===== src/rtl/seq_sched_pkg.sv =====
// Shared types and defaults for the sequence-detector scheduler slice.
package seq_sched_pkg;

  typedef enum logic [2:0] {
    IDLE,
    CLEAR,
    SHIFT,
    DRAIN,
    DONE
  } sched_state_t;

  localparam int DEF_N_REQ  = 4;
  localparam int DEF_WORD_W = 16;
  localparam int DEF_CNT_W  = 5;

  // A single requester still needs a one-bit index signal.
  function automatic int id_width(input int n);
    return (n > 1) ? $clog2(n) : 1;
  endfunction

endpackage


===== src/rtl/rr_arbiter.sv =====
// Combinational round-robin pick: first asserted request at or after rr_ptr,
// wrapping around the request vector.
module rr_arbiter
  import seq_sched_pkg::*;
#(
  parameter int N_REQ = DEF_N_REQ,
  parameter int ID_W  = id_width(DEF_N_REQ)
) (
  input  logic [N_REQ-1:0] req,
  input  logic [ID_W-1:0]  rr_ptr,
  output logic [N_REQ-1:0] grant,
  output logic [ID_W-1:0]  grant_id,
  output logic             valid
);

  always_comb begin
    grant    = '0;
    grant_id = '0;
    valid    = 1'b0;
    for (int k = 0; k < N_REQ; k++) begin
      if (!valid && req[(int'(rr_ptr) + k) % N_REQ]) begin
        valid                                = 1'b1;
        grant[(int'(rr_ptr) + k) % N_REQ]    = 1'b1;
        grant_id                             = ID_W'((int'(rr_ptr) + k) % N_REQ);
      end
    end
  end

endmodule


===== src/rtl/seq_det_scheduler.sv =====
// Round-robin front end that time-shares one serial sequence detector among
// N_REQ requesters and returns a saturating hit count for each word.
module seq_det_scheduler
  import seq_sched_pkg::*;
#(
  parameter int N_REQ  = DEF_N_REQ,
  parameter int WORD_W = DEF_WORD_W,
  parameter int CNT_W  = DEF_CNT_W
) (
  input  logic                       clk,
  input  logic                       rst,
  input  logic [N_REQ-1:0]           req,
  input  logic [N_REQ*WORD_W-1:0]    req_word,
  output logic [N_REQ-1:0]           ack,
  output logic                       done,
  output logic [$clog2(N_REQ)-1:0]   done_id,
  output logic [CNT_W-1:0]           hit_count,
  output logic                       det_rst,
  output logic                       det_in,
  input  logic                       det_out
);

  localparam int ID_W  = id_width(N_REQ);
  localparam int BIT_W = (WORD_W > 1) ? $clog2(WORD_W) : 1;
  localparam logic [BIT_W-1:0] LAST_BIT = BIT_W'(WORD_W - 1);
  localparam logic [ID_W-1:0]  LAST_ID  = ID_W'(N_REQ - 1);

  sched_state_t      state, state_nxt;
  logic [ID_W-1:0]   rr_ptr, cur_id, grant_id;
  logic [N_REQ-1:0]  grant;
  logic              grant_valid;
  logic [WORD_W-1:0] shreg;
  logic [BIT_W-1:0]  bit_cnt;
  logic [CNT_W-1:0]  hit_cnt, hit_inc;

  rr_arbiter #(
    .N_REQ (N_REQ),
    .ID_W  (ID_W)
  ) u_arb (
    .req      (req),
    .rr_ptr   (rr_ptr),
    .grant    (grant),
    .grant_id (grant_id),
    .valid    (grant_valid)
  );

  assign hit_inc = (det_out && (hit_cnt != {CNT_W{1'b1}})) ? hit_cnt + 1'b1 : hit_cnt;

  always_ff @(posedge clk or negedge rst) begin
    if (!rst) state <= IDLE;
    else      state <= state_nxt;
  end

  // ack is gated by rst so it reads zero while reset is held with req pending.
  always_comb begin
    state_nxt = state;
    ack       = '0;
    det_in    = 1'b0;
    done      = 1'b0;
    case (state)
      IDLE: begin
        if (grant_valid) begin
          state_nxt = CLEAR;
          ack       = rst ? grant : '0;
        end
      end
      CLEAR: state_nxt = SHIFT;
      SHIFT: begin
        det_in = shreg[WORD_W-1];
        if (bit_cnt == LAST_BIT) state_nxt = DRAIN;
      end
      DRAIN: state_nxt = DONE;
      DONE: begin
        done      = 1'b1;
        state_nxt = IDLE;
      end
      default: state_nxt = IDLE;
    endcase
  end

  // SHIFT cycle 0 sees the detector straight out of reset, so it is not sampled;
  // the DRAIN sample is folded directly into the reported count.
  always_ff @(posedge clk or negedge rst) begin
    if (!rst) begin
      rr_ptr    <= '0;
      cur_id    <= '0;
      shreg     <= '0;
      bit_cnt   <= '0;
      hit_cnt   <= '0;
      det_rst   <= 1'b1;
      done_id   <= '0;
      hit_count <= '0;
    end else begin
      det_rst <= (state_nxt == CLEAR);
      case (state)
        IDLE: begin
          if (grant_valid) begin
            shreg  <= req_word[int'(grant_id)*WORD_W +: WORD_W];
            cur_id <= grant_id;
          end
        end
        CLEAR: begin
          bit_cnt <= '0;
          hit_cnt <= '0;
        end
        SHIFT: begin
          shreg   <= {shreg[WORD_W-2:0], 1'b0};
          bit_cnt <= bit_cnt + 1'b1;
          if (bit_cnt != '0) hit_cnt <= hit_inc;
        end
        DRAIN: begin
          hit_count <= hit_inc;
          done_id   <= cur_id;
          rr_ptr    <= (cur_id == LAST_ID) ? '0 : cur_id + 1'b1;
        end
        default: ;
      endcase
    end
  end

endmodule

===== config.mk =====
export PLATFORM = sky130hd
export DESIGN_NAME = seq_det_scheduler
export DESIGN_NICKNAME = d
export VERILOG_FILES = /design/src/rtl/seq_sched_pkg.sv /design/src/rtl/rr_arbiter.sv /design/src/rtl/seq_det_scheduler.sv
export SDC_FILE = /design/constraint.sdc
export NUM_CORES = 1
export LEC_CHECK = 0
export BUFFER_PORTS_ARGS = -buffer_cell sky130_fd_sc_hd__buf_2
export CAP_MARGIN = 40
export CORE_MARGIN = 1.5
export CORE_UTILIZATION = 45
export DETAILED_ROUTE_END_ITERATION = 8
export PLACE_DENSITY = 0.75
export SYNTH_ARGS = -nofsm -noshare
export SYNTH_HDL_FRONTEND = slang
export SYNTH_SLANG_ARGS = --single-unit

===== constraint.sdc =====
create_clock -name clk -period 3.1 [get_ports clk]
set_input_delay 0.31 -clock clk [delete_from_list [all_inputs] [get_ports clk]]
set_output_delay 0.31 -clock clk [all_outputs]
set_load 0.02 [all_outputs]

==> results.json <==
{
  "run_status": "completed",
  "end_kind": "output pin",
  "critPathSlowestCell": "ha_1",
  "synth_largest_area_cell": "dfrtp_1",
  "die_x_um": 80.70,
  "syn_area_um2": 2716,
  "hold_buffers": 0,
  "drv_cap": 0,
  "timing.fmax_mhz": 366.9,
  "io_pins": 85,
  "crit_path_cell_trace": "inv_1 -> ha_1 -> mux4_2 -> nor2b_4 -> a22oi_1 -> nor2_1 -> a221oi_1 -> nor2_1 -> buf_2",
  "antenna_left": 0,
  "r2r_cells": 8,
  "synth_cell_types": 45,
  "critical_path_class": "flip-flop to output pin",
  "clock_latency_ns": 0.29,
  "grt_pass1_wl_um": 9825,
  "synth-edff-count": 0,
  "clockBufferDepth": 2,
  "core_um2": 5886,
  "synth_top_area_frac": 0.3593,
  "cts.sink_count": 40,
  "htreeDepth": 2,
  "dpl.hpwl_um": 4622,
  "cp.required_ns": 2.79,
  "grt_start_max_net_pins": 41,
  "clk_pin_slew_ns": 0.08,
  "numCtsBuffers": 5,
  "utilization": 0.5574,
  "setup_violations": 0,
  "clock_skew_ns": 0.006704,
  "maxSlewHeadroom": 0.5472,
  "slowest_delay_ns": 0.43,
  "worst_slew_pin_slew_ns": 0.6736,
  "cts-root-buf": "clkbuf_8",
  "synthMostInstantiatedCell": "dfrtp_1",
  "via_count": 2412,
  "area_growth_pct": 20.77,
  "num_rows": 28,
  "post_cts_buffers": 0,
  "worstPathMaxFanout": 8,
  "drtIter0Drc": 134,
  "r2r_slack_ns": 0.41,
  "p_total_mw": 3.087,
  "r2r_start": "rr_ptr[0]",
  "r2r-end": "shreg[15]",
  "arrival_ns": 2.42,
  "setup_tns_ns": 0,
  "cp_common_cell": "nor2_1",
  "start_util": 0.4615,
  "gp_congestion": 0.8169,
  "viasPerCell": 5.662,
  "cts_tree": "done",
  "die_h_um": 80.70,
  "yosys-top-cells-count": "39 x dfrtp_1, 38 x mux2i_1, 25 x nand2_1, 20 x o21ai_0, 19 x a22oi_1",
  "fin_crit_ns": 2.726,
  "leakagePower_nw": 1.557,
  "drive_gt1_frac": 0.3134,
  "syn_nets": 355,
  "ir_drop_mv": 0.4520,
  "fin_crit_sh": 0.8793,
  "nFillCells": 503,
  "yosys_warnings": 0,
  "port_buffers": 84,
  "wl_um": 6112,
  "hold_class": "primary input to async pin",
  "ys.flop_type": "dfrtp_1",
  "grt_usage": 0.1954,
  "crit_path_start_kind": "flip-flop",
  "dr.pass1.iters": 5,
  "grt-ovfl-total": 0,
  "async_flop_share": 1.000,
  "syn_inst": 271,
  "yosysSeqAreaShare": 0.3690,
  "antenna_found_initial": 0,
  "drc": 0,
  "die_area_um2": 6512,
  "synth_area_leaders": "dfrtp_1 36%, mux2i_1 14%, ha_1 6.0%, a22oi_1 5.3%, o221ai_1 4.2%",
  "diodes": 0,
  "hold_violations": 0,
  "syn_area_per_cell_um2": 10.02,
  "grt_pass1_vias": 2120,
  "path_buf_inv": 2,
  "cpLargestDelayFamily": "simple AND/OR/NAND/NOR gates",
  "powerDensity_nw_per_um2": 940.9,
  "cts_resized": 0,
  "rsz0062_at_grt": "no",
  "slew_violations": 0,
  "wl_per_cell_um": 14.35,
  "ys_ff_latch": 40,
  "layout.nets": 434
}
[area by class of cell]
class / instances / area, um2 / share of cell area
multi-input cells: 207 / 1592 / 0.4851
flip-flops and latches: 40 / 1002 / 0.3055
repair buffers: 90 / 478.0 / 0.1457
well taps: 75 / 93.84 / 0.02860
clock buffers: 6 / 82.58 / 0.02517
inverters: 6 / 22.52 / 0.006865
clock inverters: 2 / 10.01 / 0.003051
[metrics by stage]
| step | worst slack (ns) | hold WS [ns] | instance area [um2] | instances |
|---|---|---|---|---|
| finish | 0.3742 | 0.1047 | 3281 | 426 |
| global placement | 0.4872 | 0.4492 | 3188 | 418 |
| detailed placement | 0.4410 | 0.4379 | 3188 | 418 |
| global route | 0.2421 | 0.1338 | 3281 | 426 |
| floorplan | 0.07811 | 0.01441 | 2718 | 271 |
| CTS | 0.4034 | 0.1241 | 3281 | 426 |
[worst max path at each step]
stage,start,end,slack [ns],cells after the start
after floorplan,rr_ptr[0],shreg[0],0.08,11
after global placement,rr_ptr[0],shreg[3],0.49,8
after detailed placement,rr_ptr[0],shreg[0],0.44,8
after CTS,rr_ptr[1],ack[2],0.40,9
after global routing,rr_ptr[0],ack[2],0.24,9
final,rr_ptr[1],ack[2],0.37,9
[layer usage]
| metal | wire length [um] | GRT usage | share of wire |
|---|---|---|---|
| met5 | 0 | 0 | 0 |
| met3 | 278 | 0.03409 | 0.045 |
| met2 | 3053 | 0.3244 | 0.50 |
| met4 | 89 | 0.06724 | 0.015 |
| met1 | 2690 | 0.2555 | 0.44 |
[placed cells by master, fill, tap and decap left out, types with 2 or more instances in the layout]
cell | synthesis | routed
clkbuf_8 | 0 | 6
nand3_1 | 3 | 3
ha_1 | 13 | 13
mux4_2 | 3 | 3
mux2_2 | 2 | 2
nor3b_1 | 4 | 4
xor2_1 | 2 | 2
and3_1 | 2 | 2
a211oi_1 | 3 | 3
nor3_1 | 6 | 6
a2111o_1 | 3 | 3
clkinv_2 | 0 | 2
a221oi_1 | 4 | 4
o221ai_1 | 13 | 13
a32o_1 | 2 | 2
o211ai_1 | 6 | 6
nand2_1 | 25 | 25
nor2b_1 | 3 | 3
a22oi_1 | 19 | 19
buf_4 | 1 | 5
mux2i_1 | 38 | 38
buf_2 | 5 | 84
dfrtp_1 | 39 | 39
inv_1 | 6 | 6
o21ai_0 | 20 | 20
nand4_1 | 2 | 2
nor2_1 | 17 | 17
[state kept, by name, indices dropped and copies added, names as in the netlist]
name,cells
det_rst,1
bit_cnt,4
rr_ptr,2
state,3
cur_id,2
hit_count,5
shreg,16
hit_cnt,5
done_id,2
[report_power, final]
part	total (mW)	internal, mW	leakage, nW	switching, mW
clock	0.353	0.178	0.0510	0.175
combinational	1.84	0.799	0.992	1.04
sequential	0.897	0.743	0.514	0.154
total	3.09	1.72	1.56	1.37
[cell families (layout without fill, tap and decap cells)]
logic type | count (synthesis) | count (layout) | synth area share
adders and majority gates | 13 | 13 | 0.05988
muxes | 43 | 43 | 0.1732
buffers and inverters | 24 | 104 | 0.04514
xor gates and xnor gates | 3 | 3 | 0.009675
AOI/OAI and AO/OA | 74 | 74 | 0.2036
DFF | 40 | 40 | 0.3690
and+or+nand+nor | 74 | 74 | 0.1396
[worst register-to-register path, delay by kind of cell, from the launching register on]
family / cells / cell delay, ns
buffers and inverters: 2 / 0.52
AND/OR/NAND/NOR: 2 / 0.57
multiplexers: 2 / 0.81
flip-flops: 1 / 0.35
AO/OA/AOI/OAI: 2 / 0.30
Power figures use the tool's default switching activity.
